==> src/rtl/bd_encoder.sv <==
// Host-to-Braindrop word encoder: maps (leaf code, payload) onto 21-bit BD input words,
// splitting leaf 3 into two flits and counting dropped invalid-leaf words.
module bd_encoder #(
  parameter int unsigned NLEAF     = 5,
  parameter int unsigned BD_WIDTH  = 21,
  parameter int unsigned CNT_WIDTH = 16
) (
  input  logic                 i_clk,
  input  logic                 i_reset,
  input  logic                 i_dec_v,
  input  logic [4:0]           i_dec_leaf_code,
  input  logic [26:0]          i_dec_payload,
  output logic                 o_dec_a,
  output logic                 o_bd_v,
  output logic [BD_WIDTH-1:0]  o_bd_d,
  input  logic                 i_bd_a,
  output logic                 o_invalid_leaf,
  output logic [CNT_WIDTH-1:0] o_drop_count
);

  localparam logic [4:0] LeafNum   = 5'(NLEAF);
  localparam logic [4:0] LeafSplit = 5'd3;

  typedef enum logic {StAccept, StSecond} state_e;

  state_e               r_state;
  logic                 r_bd_v;
  logic [BD_WIDTH-1:0]  r_bd_d;
  logic [9:0]           r_hold;
  logic                 r_invalid_leaf;
  logic [CNT_WIDTH-1:0] r_drop_count;

  logic                 w_dec_a;
  logic                 w_xfer_in;
  logic                 w_leaf_ok;
  logic [BD_WIDTH-1:0]  w_enc;

  // Ready only in ACCEPT and only if the output register is empty or draining this edge.
  assign w_dec_a   = !i_reset && (r_state == StAccept) && (!r_bd_v || i_bd_a);
  assign w_xfer_in = i_dec_v && w_dec_a;
  assign w_leaf_ok = i_dec_leaf_code < LeafNum;

  always_comb begin
    w_enc = '0;
    case (i_dec_leaf_code)
      5'd0:    w_enc = {2'b00, i_dec_payload[18:0]};
      5'd1:    w_enc = {3'b010, i_dec_payload[17:0]};
      5'd2:    w_enc = {4'b0110, i_dec_payload[16:0]};
      5'd3:    w_enc = {4'b0111, i_dec_payload[16:0]};
      5'd4:    w_enc = {1'b1, i_dec_payload[19:0]};
      default: w_enc = '0;
    endcase
  end

  always_ff @(posedge i_clk) begin
    if (i_reset) begin
      r_state        <= StAccept;
      r_bd_v         <= 1'b0;
      r_bd_d         <= '0;
      r_hold         <= '0;
      r_invalid_leaf <= 1'b0;
      r_drop_count   <= '0;
    end else begin
      r_invalid_leaf <= 1'b0;
      case (r_state)
        StAccept: begin
          if (w_xfer_in && w_leaf_ok) begin
            r_bd_v <= 1'b1;
            r_bd_d <= w_enc;
            if (i_dec_leaf_code == LeafSplit) begin
              r_hold  <= i_dec_payload[26:17];
              r_state <= StSecond;
            end
          end else begin
            if (w_xfer_in) begin
              r_invalid_leaf <= 1'b1;
              if (r_drop_count != '1) begin
                r_drop_count <= r_drop_count + CNT_WIDTH'(1);
              end
            end
            if (i_bd_a) begin
              r_bd_v <= 1'b0;
            end
          end
        end
        StSecond: begin
          if (i_bd_a) begin
            r_bd_d  <= {4'b0111, 7'b0, r_hold};
            r_state <= StAccept;
          end
        end
        default: r_state <= StAccept;
      endcase
    end
  end

  assign o_dec_a        = w_dec_a;
  assign o_bd_v         = r_bd_v;
  assign o_bd_d         = r_bd_d;
  assign o_invalid_leaf = r_invalid_leaf;
  assign o_drop_count   = r_drop_count;

endmodule

==> config.mk <==
export PLATFORM = sky130hd
export DESIGN_NAME = bd_encoder
export DESIGN_NICKNAME = d
export VERILOG_FILES = /design/src/rtl/bd_encoder.sv
export SDC_FILE = /design/constraint.sdc
export NUM_CORES = 1
export LEC_CHECK = 0
export CORE_MARGIN = 2
export CORE_UTILIZATION = 40
export DETAILED_ROUTE_END_ITERATION = 8
export PLACE_DENSITY = 0.76
export SKIP_CTS_REPAIR_TIMING = 1
export SLEW_MARGIN = 20
export SYNTH_ARGS = -nofsm -noshare
export SYNTH_HDL_FRONTEND = slang
export SYNTH_SLANG_ARGS = --single-unit
export TNS_END_PERCENT = 1
==> constraint.sdc <==
create_clock -name i_clk -period 1.75 [get_ports i_clk]
set_clock_uncertainty 0.05 [all_clocks]
set_input_delay 0.525 -clock i_clk [delete_from_list [all_inputs] [get_ports i_clk]]
set_output_delay 0.525 -clock i_clk [all_outputs]
set_load 0.02 [all_outputs]
==> key figures <==
Global routing
  – Vias in the first global route: between 2,000 and 2,500
  – Largest net degree at the start of global routing: 48
  – GRT Total Usage: a little under 20%
  – Final global-route overflow total: 0
  – Global-route wire length before repair: between 9000 and 10,000 µm
  – Initial antenna violation count: 0

Final layout
  – Most common cell after layout, fill and taps aside: dfxtp_1
  – Most frequent cells in the layout: dfxtp_1 (48), dlymetal6s2s_1 (46), nor2_1 (44)
  – Layout cells sized above 1: about a fifth
  – Nets: roughly 410
  – Layout area overhead: 65.4%
  – Diodes inserted: 0
  – Final core utilization: 68.4%

Route
  – Vias/cell: 5.13
  – Drt total wl: approximately 6400 µm
  – DR WL/cell: ~15 µm
  – Vias: around 2,300
  – Remaining DRCs: 0
  – Iteration-0 DRC Markers: 74
  – First-pass DRT Iterations: 4
  – Routed Antenna Nets: 0

Outcome
  – Outcome: finished with violations
  – Failing checks: setup timing

Worst setup path
  – Worst R2R Start: o_drop_count[0]
  – CP Capture Type: flop
  – R2r endpoint: o_drop_count[15]
  – R2R cell count: 6
  – WP data required: slightly below 2 ns
  – Crit path kind: input pin to flop
  – Slack of the worst reg-to-reg path: -0.08 ns
  – CP startpoint kind: input pin
  – Crit path DAT: 2.05 ns
  – Worst-path fanout max: 7

Hold path
  – Hold path depth: 2
  – Hold Path Origin: r_hold[0]
  – Hold Path Class: flop to flop
  – WHS Endpoint: r_hold[0]

Power
  – Switching power total: 520 µW
  – Tot Pwr: around 2200 µW
  – Switching Fraction: a little under a quarter
  – Sequential Power Share: about half
  – Power Density: ~640 nW/µm²
  – Int Pwr: ~1700 µW
  – Clock power share: ~36%
  – Leakage: 0.00202 µW
  – Peak supply drop: ~0.00042 V
  – Combinational share of power: 12.0%

STA
  – Final count of negative-setup-slack endpoints: 4
  – Max Slew Vio Count: 0
  – Min Hold Slack: ~0.41 ns
  – Final-report hold violation count: 0
  – Worst setup margin: -0.105 ns
  – Relative slew slack: roughly 66%
  – Unrepaired setup endpoints after global routing: true
  – Slew @ Worst Pin: slightly above 0.5 ns
  – F_max: 539 MHz
  – Period utilization: 106%
  – Tmin final: approximately 1.9 ns

Clock tree
  – CTS Buffer Depth: 2
  – CTS root buf: clkbuf_8
  – CTS tree: yes
  – H-Tree Depth: 2
  – TritonCTS Buffers: 5
  – Reg clk slew, reported paths: ~0.090 ns
  – Worst skew pair latency: roughly 0.3 ns
  – CTS Sinks: 50

Place
  – Port Buffers: between 70 and 80
  – Routability cong.: around 0.77
  – DP Worst Slack: -0.718 ns
  – Post-DP HPWL: roughly 4200 µm

Synth
  – Async SR Flop Fraction: 0%
  – Syn Nets: around 300
  – Seq cells post-synth: 50
  – Netlist Area Pre-Place: between 2000 and 2500 µm²
  – Mapped Cells: approximately 260
  – Synth Flop Type: dfxtp_1
  – Sequential area share after synthesis: between 40% and 50%
  – Yosys warning count: 0
  – Netlist cell types: 39
  – Post-synth EDFFs: 0
  – Avg Cell Area, Syn: just over 8 µm²

Floorplanning
  – Cell Rows: 26
  – Initial Util: 41.4%
  – Core area: around 5000 µm²
  – Boundary pin count: 76
  – Area of the die: between 5000 and 6000 µm²
  – Die Span Y: between 70 and 80 µm
  – Die span in x: approximately 77 µm

Flow run
  – Maximum capacitance violations: 0
==> power by group through the flow <==
stage               clock network, µW  logic (µW)  registers, µW
floorplan                           0        72.6           1210
global placement                    0         260           1190
detailed placement                  0         264           1190
CTS                               830         266           1160
global route                      890         287           1160
finish                            814         269           1160
==> critical path: stages <==
cell and delay, ns:
buf_2 0.13, nor2_4 0.15, buf_6 0.12, o2111ai_4 0.12, a211o_4 0.37, or4b_4 0.52, a21oi_2 0.12
==> cell type report <==
| cell class | count | area, µm² |
|---|---|---|
| Clock inverter | 3 | 40.0 |
| Multi-Input combinational cell | 193 | 1120 |
| Tap cell | 70 | 87.6 |
| Sequential cell | 50 | 1000 |
| Timing Repair Buffer | 113 | 1150 |
| Clock buffer | 5 | 68.8 |
| Inverter | 6 | 22.5 |
| Fill cell | 433 | 1610 |
==> worst max-delay path by stage <==
stage | startpoint | end | slack (ns) | cells after the start
6_report | i_reset | o_drop_count[15] | -0.10 | 7
3_5_place_dp | i_bd_a | o_drop_count[15] | -0.72 | 7
4_1_cts | i_bd_a | o_dec_a | -0.72 | 4
2_1_floorplan | i_dec_leaf_code[3] | o_bd_d[19] | -0.06 | 5
3_3_place_gp | i_bd_a | o_dec_a | -0.68 | 4
5_1_grt | i_reset | o_drop_count[15] | -0.16 | 7
==> cell families after synthesis <==
logic type	share of synthesized area, %
xor+xnor	1.66
flops	47.4
buf+inv	3.32
simple gates	29.8
fa+ha+maj	0.592
mux	1.95
compound gates	15.3
==> synthesized netlist by cell type, types with 2 or more instances <==
library cell	number	share of area (%)
dfxtp_1	50	47
nor2_1	45	8.0
nand2_1	40	7.1
a21oi_1	29	6.9
nand3_1	15	3.6
nor4_1	11	3.3
clkbuf_1	10	1.8
inv_1	6	1.1
o21ai_0	5	1.2
nor3_1	4	0.95
a211oi_1	3	1.1
mux2i_1	3	1.4
o31ai_1	3	1.1
or3_1	3	0.89
xnor2_1	3	1.2
a2111oi_0	2	0.83
buf_2	2	0.47
nand4_1	2	0.59
nor2b_1	2	0.59
o221a_2	2	1.1
or2_2	2	0.59
or4_1	2	0.71
==> registers in the layout, summed over array words and instances, names as in the netlist <==
register        count
r_state             1
o_invalid_leaf      1
r_hold             10
o_drop_count       16
o_bd_v              1
o_bd_d             21
==> per-layer routing <==
metal,track usage (%),vias to the layer above,share of wire (%)
met1,24.3,1056,41
met3,5.06,9,6.4
met4,4.91,0,1.3
met5,0,-,0
li1,-,1119,-
met2,34.9,75,51
==> per-stage QoR <==
| stage | setup TNS [ns] | area [µm²] | std cells |
|---|---|---|---|
| 2_1_floorplan | -0.791 | 2130 | 261 |
| 3_3_place_gp | -24.97 | 3180 | 429 |
| 3_5_place_dp | -27.56 | 3180 | 429 |
| 4_1_cts | -16.53 | 3290 | 437 |
| 5_1_grt | -0.660 | 3490 | 440 |
| 6_report | -0.158 | 3490 | 440 |
Power figures use the tool's default switching activity.
